<file path="config.mk">
export PLATFORM = sky130hd
export DESIGN_NAME = pcie_wr_scheduler_flat
export DESIGN_NICKNAME = d
export VERILOG_FILES = /design/src/rtl/pcie_wr_scheduler_if.sv /design/src/rtl/pcie_wr_scheduler.sv /design/src/flat_wrapper.sv
export SDC_FILE = /design/constraint.sdc
export NUM_CORES = 1
export LEC_CHECK = 0
export CORE_MARGIN = 4
export CORE_UTILIZATION = 53
export DETAILED_ROUTE_END_ITERATION = 8
export PLACE_DENSITY_LB_ADDON = 0.15
export SETUP_SLACK_MARGIN = 0.2
export SYNTH_ARGS = -nofsm -noshare
export SYNTH_HDL_FRONTEND = slang
export SYNTH_SLANG_ARGS = --single-unit
</file>
<file path="constraint.sdc">
create_clock -name clock -period 6.9 [get_ports clock]
set_clock_uncertainty 0.1 [all_clocks]
set_input_delay 1.38 -clock clock [delete_from_list [all_inputs] [get_ports clock]]
set_output_delay 1.38 -clock clock [all_outputs]
set_load 0.03 [all_outputs]
</file>
<file path="src/rtl/pcie_wr_scheduler_if.sv">
`default_nettype none
// ============================================================================
// Module      : pcie_wr_scheduler_if
// Description : Bus bundle for pcie_wr_scheduler. Carries the PCIe write
//               master port (Arb*) and the two requester handshakes
//               (IRRQ and CQ record valid/ready/info).
//   master : scheduler side - drives Arb* outputs and requester readys
//   slave  : environment side - drives ArbWaitRequest and requester records
// Revision    : 1.0 - initial release
// ============================================================================
interface pcie_wr_scheduler_if;
  logic        ArbChipSelect;
  logic        ArbWrite;
  logic [63:0] ArbAddress;
  logic [31:0] ArbWriteData;
  logic [3:0]  ArbByteEnable;
  logic        ArbWaitRequest;
  logic        irrqValid;
  logic [55:0] irrqInfo;
  logic        irrqReady;
  logic        cqValid;
  logic [55:0] cqInfo;
  logic        cqReady;

  modport master (
    output ArbChipSelect, ArbWrite, ArbAddress, ArbWriteData, ArbByteEnable,
    input  ArbWaitRequest,
    input  irrqValid, irrqInfo, cqValid, cqInfo,
    output irrqReady, cqReady
  );

  modport slave (
    input  ArbChipSelect, ArbWrite, ArbAddress, ArbWriteData, ArbByteEnable,
    output ArbWaitRequest,
    output irrqValid, irrqInfo, cqValid, cqInfo,
    input  irrqReady, cqReady
  );
endinterface
`default_nettype wire

</file>
<file path="src/rtl/pcie_wr_scheduler.sv">
`default_nettype none
// ============================================================================
// Module      : pcie_wr_scheduler
// Description : Writes 56-bit records from two requesters (IRRQ, CQ) as
//               2-beat 8-byte entries into per-source host-memory rings over
//               one PCIe write master. Round-robin at entry granularity; the
//               two beats of an entry are never interleaved with another.
// Ports       :
//   clock, reset          core clock, asynchronous active-low reset
//   Conf*_i / Conf*_o     8-bit-address config slave (CTRL, ring base,
//                         consumer and producer indices)
//   bus (master modport)  Arb* write master and irrq/cq valid/ready/info
// Revision    : 1.0 - initial release
// ============================================================================
module pcie_wr_scheduler #(
  parameter int IDX_W = 4
) (
  input  wire logic        clock,
  input  wire logic        reset,
  input  wire logic        ConfChipSelect_i,
  input  wire logic        ConfWrite_i,
  input  wire logic        ConfRead_i,
  input  wire logic [7:0]  ConfAddress_i,
  input  wire logic [31:0] ConfWriteData_i,
  input  wire logic [3:0]  ConfByteEnable_i,
  output logic             ConfWaitRequest_o,
  output logic [31:0]      ConfReadData_o,
  pcie_wr_scheduler_if.master bus
);

  typedef enum logic [1:0] {
    IDLE  = 2'd0,
    BEAT0 = 2'd1,
    BEAT1 = 2'd2
  } state_t;

  // Reads are combinational on select and byte enables are ignored.
  wire unused_ok = &{1'b0, ConfRead_i, ConfByteEnable_i};

  // --------------------------------------------------------------------------
  // Configuration registers
  // --------------------------------------------------------------------------
  logic [1:0]       ctrl_q;
  logic [31:0]      irrq_base_hi_q, irrq_base_lo_q;
  logic [31:0]      cq_base_hi_q, cq_base_lo_q;
  logic [IDX_W-1:0] irrq_cons_q, cq_cons_q;
  logic [IDX_W-1:0] irrq_prod_q, cq_prod_q;
  logic [IDX_W-1:0] irrq_prod_d, cq_prod_d;

  always_ff @(posedge clock or negedge reset) begin
    if (!reset) begin
      ctrl_q         <= '0;
      irrq_base_hi_q <= '0;
      irrq_base_lo_q <= '0;
      irrq_cons_q    <= '0;
      cq_base_hi_q   <= '0;
      cq_base_lo_q   <= '0;
      cq_cons_q      <= '0;
    end else if (ConfChipSelect_i && ConfWrite_i) begin
      case (ConfAddress_i)
        8'h00:   ctrl_q         <= ConfWriteData_i[1:0];
        8'h10:   irrq_base_hi_q <= ConfWriteData_i;
        8'h14:   irrq_base_lo_q <= ConfWriteData_i;
        8'h18:   irrq_cons_q    <= ConfWriteData_i[IDX_W-1:0];
        8'h20:   cq_base_hi_q   <= ConfWriteData_i;
        8'h24:   cq_base_lo_q   <= ConfWriteData_i;
        8'h28:   cq_cons_q      <= ConfWriteData_i[IDX_W-1:0];
        default: ;
      endcase
    end
  end

  always_comb begin
    ConfReadData_o = '0;
    if (ConfChipSelect_i) begin
      case (ConfAddress_i)
        8'h00:   ConfReadData_o = {30'd0, ctrl_q};
        8'h10:   ConfReadData_o = irrq_base_hi_q;
        8'h14:   ConfReadData_o = irrq_base_lo_q;
        8'h18:   ConfReadData_o = 32'(irrq_cons_q);
        8'h1C:   ConfReadData_o = 32'(irrq_prod_q);
        8'h20:   ConfReadData_o = cq_base_hi_q;
        8'h24:   ConfReadData_o = cq_base_lo_q;
        8'h28:   ConfReadData_o = 32'(cq_cons_q);
        8'h2C:   ConfReadData_o = 32'(cq_prod_q);
        default: ConfReadData_o = '0;
      endcase
    end
  end

  assign ConfWaitRequest_o = 1'b0;

  // --------------------------------------------------------------------------
  // Eligibility and round-robin grant
  // --------------------------------------------------------------------------
  state_t      state_q;
  logic        last_cq_q;   // 1 when the most recent grant went to CQ
  logic        src_cq_q;    // source of the entry in flight
  logic [31:0] info_lo_q;   // second-beat payload
  logic        cs_q;
  logic [63:0] addr_q;
  logic [31:0] data_q;

  // Index arithmetic wraps naturally at IDX_W bits.
  assign irrq_prod_d = irrq_prod_q + IDX_W'(1);
  assign cq_prod_d   = cq_prod_q + IDX_W'(1);

  logic irrq_elig, cq_elig, gnt_irrq, gnt_cq;
  assign irrq_elig = bus.irrqValid & ctrl_q[0] & (irrq_prod_d != irrq_cons_q);
  assign cq_elig   = bus.cqValid   & ctrl_q[1] & (cq_prod_d   != cq_cons_q);

  assign gnt_irrq = (state_q == IDLE) & irrq_elig & (~cq_elig   |  last_cq_q);
  assign gnt_cq   = (state_q == IDLE) & cq_elig   & (~irrq_elig | ~last_cq_q);

  assign bus.irrqReady = gnt_irrq;
  assign bus.cqReady   = gnt_cq;

  // Slot address: base (low 3 bits ignored) plus 8 bytes per producer index.
  logic [63:0] irrq_entry, cq_entry, sel_entry;
  logic [55:0] sel_info;
  assign irrq_entry = {irrq_base_hi_q, irrq_base_lo_q[31:3], 3'b000}
                    + 64'({irrq_prod_q, 3'b000});
  assign cq_entry   = {cq_base_hi_q, cq_base_lo_q[31:3], 3'b000}
                    + 64'({cq_prod_q, 3'b000});
  assign sel_entry  = gnt_cq ? cq_entry : irrq_entry;
  assign sel_info   = gnt_cq ? bus.cqInfo : bus.irrqInfo;

  // --------------------------------------------------------------------------
  // Entry FSM with registered master outputs
  // --------------------------------------------------------------------------
  always_ff @(posedge clock or negedge reset) begin
    if (!reset) begin
      state_q     <= IDLE;
      last_cq_q   <= 1'b1;
      src_cq_q    <= 1'b0;
      info_lo_q   <= '0;
      cs_q        <= 1'b0;
      addr_q      <= '0;
      data_q      <= '0;
      irrq_prod_q <= '0;
      cq_prod_q   <= '0;
    end else begin
      case (state_q)
        IDLE: begin
          if (gnt_irrq || gnt_cq) begin
            src_cq_q  <= gnt_cq;
            last_cq_q <= gnt_cq;
            info_lo_q <= sel_info[31:0];
            cs_q      <= 1'b1;
            addr_q    <= sel_entry;
            data_q    <= {8'h00, sel_info[55:32]};
            state_q   <= BEAT0;
          end
        end
        BEAT0: begin
          if (!bus.ArbWaitRequest) begin
            addr_q  <= addr_q + 64'd4;
            data_q  <= info_lo_q;
            state_q <= BEAT1;
          end
        end
        BEAT1: begin
          if (!bus.ArbWaitRequest) begin
            cs_q    <= 1'b0;
            addr_q  <= '0;
            data_q  <= '0;
            state_q <= IDLE;
            // Producer advances even if the source was disabled mid-entry.
            if (src_cq_q) cq_prod_q   <= cq_prod_d;
            else          irrq_prod_q <= irrq_prod_d;
          end
        end
        default: state_q <= IDLE;
      endcase
    end
  end

  assign bus.ArbChipSelect = cs_q;
  assign bus.ArbWrite      = cs_q;
  assign bus.ArbByteEnable = {4{cs_q}};
  assign bus.ArbAddress    = addr_q;
  assign bus.ArbWriteData  = data_q;

endmodule
`default_nettype wire

</file>
<file path="src/flat_wrapper.sv">
// flat-port wrapper written by rule: the top's interface ports become plain ports
module pcie_wr_scheduler_flat 
#(
  parameter int IDX_W = 4
)
  (clock, reset, ConfChipSelect_i, ConfWrite_i, ConfRead_i, ConfAddress_i, ConfWriteData_i, ConfByteEnable_i, ConfWaitRequest_o, ConfReadData_o, bus_ArbChipSelect, bus_ArbWrite, bus_ArbAddress, bus_ArbWriteData, bus_ArbByteEnable, bus_ArbWaitRequest, bus_irrqValid, bus_irrqInfo, bus_cqValid, bus_cqInfo, bus_irrqReady, bus_cqReady);
  pcie_wr_scheduler_if bus_i ();
  input  wire logic clock;
  input  wire logic reset;
  input  wire logic ConfChipSelect_i;
  input  wire logic ConfWrite_i;
  input  wire logic ConfRead_i;
  input  wire logic [7:0] ConfAddress_i;
  input  wire logic [31:0] ConfWriteData_i;
  input  wire logic [3:0] ConfByteEnable_i;
  output logic ConfWaitRequest_o;
  output logic [31:0] ConfReadData_o;
  output wire logic [$bits(bus_i.ArbChipSelect)-1:0] bus_ArbChipSelect;
  output wire logic [$bits(bus_i.ArbWrite)-1:0] bus_ArbWrite;
  output wire logic [$bits(bus_i.ArbAddress)-1:0] bus_ArbAddress;
  output wire logic [$bits(bus_i.ArbWriteData)-1:0] bus_ArbWriteData;
  output wire logic [$bits(bus_i.ArbByteEnable)-1:0] bus_ArbByteEnable;
  input wire logic [$bits(bus_i.ArbWaitRequest)-1:0] bus_ArbWaitRequest;
  input wire logic [$bits(bus_i.irrqValid)-1:0] bus_irrqValid;
  input wire logic [$bits(bus_i.irrqInfo)-1:0] bus_irrqInfo;
  input wire logic [$bits(bus_i.cqValid)-1:0] bus_cqValid;
  input wire logic [$bits(bus_i.cqInfo)-1:0] bus_cqInfo;
  output wire logic [$bits(bus_i.irrqReady)-1:0] bus_irrqReady;
  output wire logic [$bits(bus_i.cqReady)-1:0] bus_cqReady;
  assign bus_ArbChipSelect = bus_i.ArbChipSelect;
  assign bus_ArbWrite = bus_i.ArbWrite;
  assign bus_ArbAddress = bus_i.ArbAddress;
  assign bus_ArbWriteData = bus_i.ArbWriteData;
  assign bus_ArbByteEnable = bus_i.ArbByteEnable;
  assign bus_i.ArbWaitRequest = bus_ArbWaitRequest;
  assign bus_i.irrqValid = bus_irrqValid;
  assign bus_i.irrqInfo = bus_irrqInfo;
  assign bus_i.cqValid = bus_cqValid;
  assign bus_i.cqInfo = bus_cqInfo;
  assign bus_irrqReady = bus_i.irrqReady;
  assign bus_cqReady = bus_i.cqReady;
  pcie_wr_scheduler #(.IDX_W(IDX_W)) u_core (.clock(clock), .reset(reset), .ConfChipSelect_i(ConfChipSelect_i), .ConfWrite_i(ConfWrite_i), .ConfRead_i(ConfRead_i), .ConfAddress_i(ConfAddress_i), .ConfWriteData_i(ConfWriteData_i), .ConfByteEnable_i(ConfByteEnable_i), .ConfWaitRequest_o(ConfWaitRequest_o), .ConfReadData_o(ConfReadData_o), .bus(bus_i));
endmodule
</file>
## Yosys cells after proc, flatten, opt, wreduce, memory -nomap -nowiden

Cells that the tools add are included.

| storage, ports and cells | value |
|---|---|
| word-level logic and storage cells | 89 |
| register bits | 279 |
| input bits | 164 |
| output and inout bits | 137 |

| operators by class | value |
|---|---|
| reduce and logical (&&, ||, !) cells | 19 |
| $add $sub $neg | 5 |
| multiplexer cells | 19 |
| equality and inequality tests | 15 |
| bitwise operators | 15 |

Operators by type and width:

| kind | count |
|---|---|
| 32-bit case mux with 9 select lines | 1 |
| 64-bit 2-to-1 mux | 4 |
| 64-bit case mux with 3 select lines | 1 |
| 64-bit by 7-bit adder with 64-bit output | 2 |
| 32-bit 2-to-1 mux | 4 |
| 32-bit case mux with 3 select lines | 1 |
| 64-bit by 3-bit adder with 64-bit output (second input constant) | 1 |
| 56-bit 2-to-1 mux | 1 |
| 8-bit by 5-bit equality test with 1-bit output (second input constant) | 4 |
| 8-bit by 6-bit equality test with 1-bit output (second input constant) | 4 |
| 2-bit AND reduction | 8 |
| 3-bit AND reduction | 4 |
| 4-bit by 1-bit adder with 4-bit output (second input constant) | 2 |
| 1-bit bitwise AND | 8 |
| 8-bit zero test | 1 |
| 4-bit != test | 2 |
| 2-bit 2-to-1 mux | 3 |
| 2-bit != test (second input constant) | 3 |
| 2-bit case mux with 3 select lines | 1 |
| 1-bit inverter | 5 |
| 4-bit AND reduction | 1 |
| 3-bit nonzero test | 1 |
| 2-bit by 1-bit equality test with 1-bit output (second input constant) | 1 |
| 2-bit equality test (second input constant) | 1 |
| other kinds (7) | 9 |

## Depth between registers and ports, before layout

| logic depth | value |
|---|---|
| depth in word-level cells | 9 |
| gate-level depth with buffers | 12 |
| gate-level depth less buffers | 9 |

## Worst setup path before layout

Ideal clock, no wire load.

| timing path | value |
|---|---|
| path kind | in2out |
| from | input port ConfAddress_i[1] |
| to | output port ConfReadData_o[21] |
| required time | 5.420 ns |
| buffers on the path | 2 |
| arrival | 3.469 ns |
| path slack | 1.951 ns |
| cell stages on the path | 8 |
| cell sequence | nor4_1 -> nor2b_1 -> nand2_1 -> nor2_1 -> clkbuf_1 -> clkbuf_1 -> a222oi_1 -> a21oi_1 |

| on the way | value |
|---|---|
| cells in the longest elaborated chain, start to end | 3 |
| elaborated cells between the ends (all ways) | 11 |
| classes of those cells | eq/ne: 8; mux: 2; reduce/logical: 1 |

RTL lines:

| what | RTL line | RTL |
|---|---|---|
| from (decl) | flat_wrapper.sv:13 | `input wire logic [7:0] ConfAddress_i;` |
| 8-bit by 6-bit equality test with 1-bit output, or another cell as far along | pcie_wr_scheduler.sv:76 | `case (ConfAddress_i)` |
| 32-bit case mux with 9 select lines (*) | pcie_wr_scheduler.sv:76 |  |
| 32-bit 2-to-1 mux (*) | pcie_wr_scheduler.sv:75 | `if (ConfChipSelect_i) begin` |
| to (decl) | flat_wrapper.sv:17 | `output logic [31:0] ConfReadData_o;` |

Every way passes the cells marked *; elsewhere a longest branch is shown, timed or not.

## Worst setup path after layout

| timing path | value |
|---|---|
| from | input port ConfAddress_i[1] |
| to | output port ConfReadData_o[11] |

Same word-level chain as after synthesis.

==> flow_summary.toml <==
[grt]
grt_max_degree = 176
grtUsageTotal = 0.330
grt_antenna_before_repair = 2
grt_pass1_wl_um = 93700
overflow = 0
first_global_vias = 15600

[routing]
via_per_inst = 6.47
first_pass_iters = 9
remaining_drc_errors = 0
wirelength_um = 60900
drt-initial-drc-count = 2105
antenna_left = 0
routedWlPerCell_um = 24.1
via_count = 16400

[timing]
fin_crit_sh = 0.859
fmax_mhz = 169
slew_headroom = 0.289
tightest_slew_ns = 1.07
fin_tns_setup_ns = 0
grt_setup_unrepaired = "false"
hold_viol_final = 0
final_critical_path_setup_slack_ns = 0.975
drv_slew = 0
finalSetupViolations = 0
fin_crit_ns = 5.92

[place]
dp_slack_ns = 1.03
io_buffers = 292
dpl.hpwl_um = 44600
dp_cells = 2474
place_congestion = 1.01

[pwr]
p_sw_frac = 0.362
power_leakage_nw = 9.31
power_mw = 5.37
p_sw_mw = 1.94
irDropWorstVdd_v = 0.000209
p_comb_frac = 0.307
intPower_mw = 3.43
clock_power_share = 0.293
p_per_area_nw_per_um2 = 247
pwr-share-seq = 0.400

[cts]
clock-root-buffer = "clkbuf_16"
clock_tree.buffer_depth = 3
cts_made_buffers = 30
insertion_delay_ns = 0.58
hold_buffers = 0
path_clk_slew_ns = 0.06
clock_sinks = 277
cts_setup_buffers = 0
post_cts_resized = 0
h-tree-depth = 1
cts_tree = "yes"

[layout]
final_common_cell = "clkdlybuf4s50_1"
syn_to_final_growth_pct = 24.5
layout-drive-gt1-share = 0.126
fill_cells = 2692
final_util = 0.667
stdcell_count = 2530
final_cell_mix = "279 x clkdlybuf4s50_1, 276 x dfrtp_1, 185 x nand2_1"
fin_nets = 2245

[yosys]
synthMuxAreaShare = 0.138
synth-seq-cells = 277
syn_avg_cell_area_sq_um = 9.47
synth_xor_area_frac = 0.0648
synthAdderAreaFrac = 0.0131
synth_cells = 1842
synth_area_sq_um = 17400
ys_types = 80
synth_top_family_by_area = "simple AND/OR/NAND/NOR gates"
yosysWarnings = 0
synth-edff-count = 0
synth_flop_cell = "dfrtp_1"
ys_async_sr_fraction = 1.00
yosysSeqAreaShare = 0.397
synthSimpleGateAreaFrac = 0.195
synth_compound_area_frac = 0.153

[setup_path]
rr_startpoint = "u_core.cq_prod_q[0]$_DFFE_PN0P_"
reg2reg_depth = 9
critPathKind = "primary input to output port"
worstPathRequired_ns = 5.42
path_cells = "clkdlybuf4s50_1 -> nor4_1 -> nand3_1 -> nor2_1 -> buf_4 -> a222oi_1 -> a21oi_1 -> clkdlybuf4s50_1"
crit_top_cell = "clkdlybuf4s50_1"
timing.rr.end = "u_core.bus.ArbAddress[41]$_DFFE_PN0P_"
arrival_ns = 4.44
cp_slowest_stage_delay_ns = 0.72
critPathLaunchType = "primary input"
r2r_setup_slack_ns = 3.07
cp-end-kind = "output port"
critPathMaxFanout = 28
cpMaxStageDelayCell = "clkdlybuf4s50_1"

[status]
status = "completed"

[min_path]
hold_path_depth = 2
worstHoldEndpoint = "u_core.bus.ArbWriteData[27]$_DFFE_PN0P_"
hold_class = "flip-flop to flip-flop"
hp-start = "u_core.bus.ArbWriteData[27]$_DFFE_PN0P_"

[floorplan]
dieArea_sq_um = 35900
die_w_um = 189
ios = 301
start_util = 0.536
die_h_um = 189
coreArea_sq_um = 32500
placementRows = 66

[run]
max-cap-violations = 0
==> critical path: cells and delay by family <==
family | cells | cell delay [ns]
buffers and inverters | 3 | 1.52
AO/OA/AOI/OAI | 2 | 0.40
AND/OR/NAND/NOR | 3 | 1.14
==> metrics by stage <==
step	instance area, sq um	hold slack [ns]
after floorplan	17500	0.347
after global placement	20800	0.351
after detailed placement	20800	0.359
after CTS	21700	0.373
after global routing	21700	0.401
final	21700	0.373
==> metal layers <==
| layer | up-vias | global-route usage | share of wire |
|---|---|---|---|
| met5 | - | 0 | 0 |
| met4 | 0 | 0.0746 | 0.022 |
| met3 | 93 | 0.0669 | 0.11 |
| met2 | 911 | 0.510 | 0.45 |
| met1 | 8031 | 0.483 | 0.42 |
| li1 | 7337 | - | - |
==> flip-flops by register name, summed over array words and instances, names as in the netlist, 32 cells and up <==
signal and cells:
u_core.bus.ArbAddress 62, u_core.bus.ArbWriteData 32, u_core.cq_base_hi_q 32, u_core.cq_base_lo_q 32
u_core.info_lo_q 32, u_core.irrq_base_hi_q 32, u_core.irrq_base_lo_q 32
==> cells by family (layout without fill, tap and decap cells) <==
kind of cell    Yosys count  count (layout)
compound gates          391             391
xor+xnor                129             129
fa+ha+maj                17              17
buf+inv                 157             400
flops                   277             277
mux                     222             222
other cells               1               4
simple gates            648             648
==> area by class of cell <==
| type | count | area (sq um) | share of cell area |
|---|---|---|---|
| Sequential cell | 277 | 6930 | 0.319 |
| Antenna cell | 1 | 2.50 | 0.000115 |
| Tap cell | 442 | 553 | 0.0255 |
| Multi-Input combinational cell | 1410 | 9910 | 0.456 |
| Clock buffer | 39 | 835 | 0.0384 |
| Inverter | 26 | 97.6 | 0.00449 |
| Clock inverter | 16 | 119 | 0.00547 |
| Timing Repair Buffer | 319 | 3260 | 0.150 |
==> cell usage after synthesis, types with 8 or more instances <==
library cell / count / area [sq um]
nand3_1: 113 / 566
nor3_1: 41 / 205
o21ai_0: 103 / 515
xor2_1: 65 / 569
o21a_1: 30 / 225
a21oi_1: 62 / 310
a222oi_1: 28 / 280
or3_1: 10 / 62.6
nand4_1: 65 / 407
o211ai_1: 57 / 428
a211oi_1: 10 / 75.1
nor2_1: 82 / 308
xnor2_1: 64 / 561
ha_1: 15 / 188
inv_1: 26 / 97.6
o311ai_0: 12 / 105
a211o_1: 9 / 78.8
a221o_1: 10 / 100
a31oi_1: 12 / 75.1
clkbuf_1: 82 / 308
mux2_2: 141 / 1590
nor4_1: 26 / 163
buf_4: 9 / 67.6
nand2_1: 185 / 694
and3_1: 37 / 231
mux2i_1: 80 / 801
and2_1: 9 / 56.3
a22oi_1: 8 / 60.1
buf_2: 33 / 165
or4_1: 13 / 97.6
and4_1: 23 / 201
a21o_1: 9 / 67.6
dfrtp_1: 276 / 6910
==> power by group through the flow <==
stage	registers, mW	logic (mW)	clock network (mW)
floorplan	2.35	0.749	0
global placement	2.16	1.61	0
detailed placement	2.17	1.65	0
CTS	2.14	1.65	1.59
global route	2.19	1.77	1.65
finish	2.15	1.65	1.57
==> worst max path at each step <==
| stage | slack [ns] | endpoint | start | cells past startpoint |
|---|---|---|---|---|
| 3_3_place_gp | 1.05 | ConfReadData_o[11] | ConfAddress_i[1] | 9 |
| 6_report | 0.98 | ConfReadData_o[11] | ConfAddress_i[1] | 8 |
| 2_1_floorplan | 1.95 | ConfReadData_o[21] | ConfAddress_i[1] | 8 |
| 4_1_cts | 1.01 | ConfReadData_o[11] | ConfAddress_i[1] | 8 |
| 5_1_grt | 0.73 | ConfReadData_o[15] | ConfAddress_i[1] | 9 |
| 3_5_place_dp | 1.03 | ConfReadData_o[11] | ConfAddress_i[1] | 8 |
No activity file was read; power rests on OpenSTA's default activity.
==> patch, RTL diff (same flow settings) <==
`IDX_W` is set to 4 in 2 places; all go to 6.
--- a/src/rtl/pcie_wr_scheduler.sv
+++ b/src/rtl/pcie_wr_scheduler.sv
@@ -15,3 +15,3 @@
 module pcie_wr_scheduler #(
-  parameter int IDX_W = 4
+  parameter int IDX_W = 6
 ) (
--- a/src/flat_wrapper.sv
+++ b/src/flat_wrapper.sv
@@ -3,3 +3,3 @@
 #(
-  parameter int IDX_W = 4
+  parameter int IDX_W = 6
 )
Behaviour: not the same (a bounded check fails within 4 cycles, from zero or initial values and one cycle with reset low).
==> patch against the unedited design <==
Power grew 2.0%. Cell area grew 0.77%. Wire length shrank 3.3%. Maximum frequency shrank 1.0%. Worst setup slack lost 0.062 ns. Sequential cell count grew 8. Synthesized area grew 1.1%. Critical path depth shrank 1. Non-clock buffer count shrank 7. Critical endpoint is now ConfReadData_o[31].
==> patch: results (changes against the unedited design) <==
fp.dieW_um: 190  # was 189 µm
power-per-cell-area_nw_per_um2: 250  # was 247 nW/µm²
finalNetCount: 2269  # was 2,245
p_leak_nw: 8.86  # was 9.31 nW
seq_cells: 285  # was 277
dpl.hpwl_mm: 42.3  # was 44.6 mm
drt-total-wl_mm: 58.9  # was 60.9 mm
timing.critical_path.slowest_cell_delay_ns: 0.77  # was 0.72 ns
rrSetupSlack_ns: 2.90  # was 3.07 ns
synth_area_per_cell_um2: 9.48  # was 9.47 µm²
cts_made_buffers: 31  # was 30
timing.hold.worst_endpoint: "u_core.bus.ArbWriteData[24]"  # was u_core.bus.ArbWriteData[27]
global_route_wire_length_before_repair_mm: 90.6  # was 93.7 mm
area_share_clock_buf_inv_pct: 4.80  # was 4.39%
detail_route.first_pass.iterations: 7  # was 9
reg2reg_to: "u_core.bus.ArbAddress[30]"  # was u_core.bus.ArbAddress[41]
num-clock-buffers: 47  # was 39
hold_start: "u_core.bus.ArbWriteData[24]"  # was u_core.bus.ArbWriteData[27]
run_status: "finished, final reports clean"  # unchanged
seq-cell-share_pct: 32.6  # was 31.9%
r2r.worst_path.cells: 10  # was 9
layout.non_clock_buffers: 312  # was 319
worstReg2RegStart: "u_core.irrq_prod_q[0]"  # was u_core.cq_prod_q[0]
detailedRoute.firstIterationViolations: 1595  # was 2,105
dpl.cell_count: 2493  # was 2,474
hold-worst-slack_ns: 0.369  # was 0.373 ns
netlist_top_cells_area: "dfrtp_1 (40%), mux2_2 (9.3%), xnor2_1 (3.9%), nand2_1 (3.5%), mux2i_1 (3.2%)"  # was dfrtp_1 (40%), mux2_2 (9.1%), mux2i_1 (4.6%), nand2_1 (4.0%), xor2_1 (3.3%)
post_route_cells_drive_above_1_share_pct: 11.8  # was 12.6%
-- patch: cell types whose count changed in the layout (fill, tap and decap cells not counted), moves of 16 or more --
cell,delta
nand4_1,-26
a22oi_1,+55
nand2_1,-24
a21oi_1,+16
mux2i_1,-23
inv_1,+30
o21ai_0,-17
-- patch: worst max-delay path by stage --
| stage | from | endpoint | slack (ns) | depth (start not counted) |
|---|---|---|---|---|
| finish | ConfAddress_i[5] | ConfReadData_o[31] | 0.91 | 7 |
| global route | ConfAddress_i[5] | ConfReadData_o[31] | 0.76 | 7 |
| CTS | ConfAddress_i[5] | ConfReadData_o[31] | 0.96 | 7 |
| detailed placement | ConfAddress_i[5] | ConfReadData_o[31] | 0.98 | 7 |
| global placement | ConfAddress_i[5] | ConfReadData_o[31] | 1.03 | 7 |
| floorplan | ConfAddress_i[5] | ConfReadData_o[2] | 2.23 | 6 |
-- patch: metal layers --
| metal | track usage (%) | share of wire, % | routed length (µm) |
|---|---|---|---|
| met5 | 0 | 0.022 | 13 |
| met3 | 6.46 | 11 | 6390 |
| met4 | 8.45 | 2.5 | 1450 |
| met2 | 48.2 | 44 | 26000 |
| met1 | 45.9 | 43 | 25100 |
-- patch: logic make-up after synthesis --
kind of cell | count (synthesis) | synth area share, %
XOR/XNOR | 140 | 6.96
adder cells (fa/ha/maj) | 21 | 1.58
other | 1 | 0.0213
flip-flops | 285 | 40.5
AO/OA/AOI/OAI | 451 | 17.6
buffers and inverters | 179 | 4.27
AND/OR/NAND/NOR | 581 | 16.6
multiplexers | 202 | 12.5
-- patch: power by group --
group          switching [mW]  leakage [nW]  internal [mW]
sequential              0.264          3.86           1.92
clock                   0.693         0.522           1.01
combinational           0.957          4.48          0.643
total                    1.91          8.86           3.57
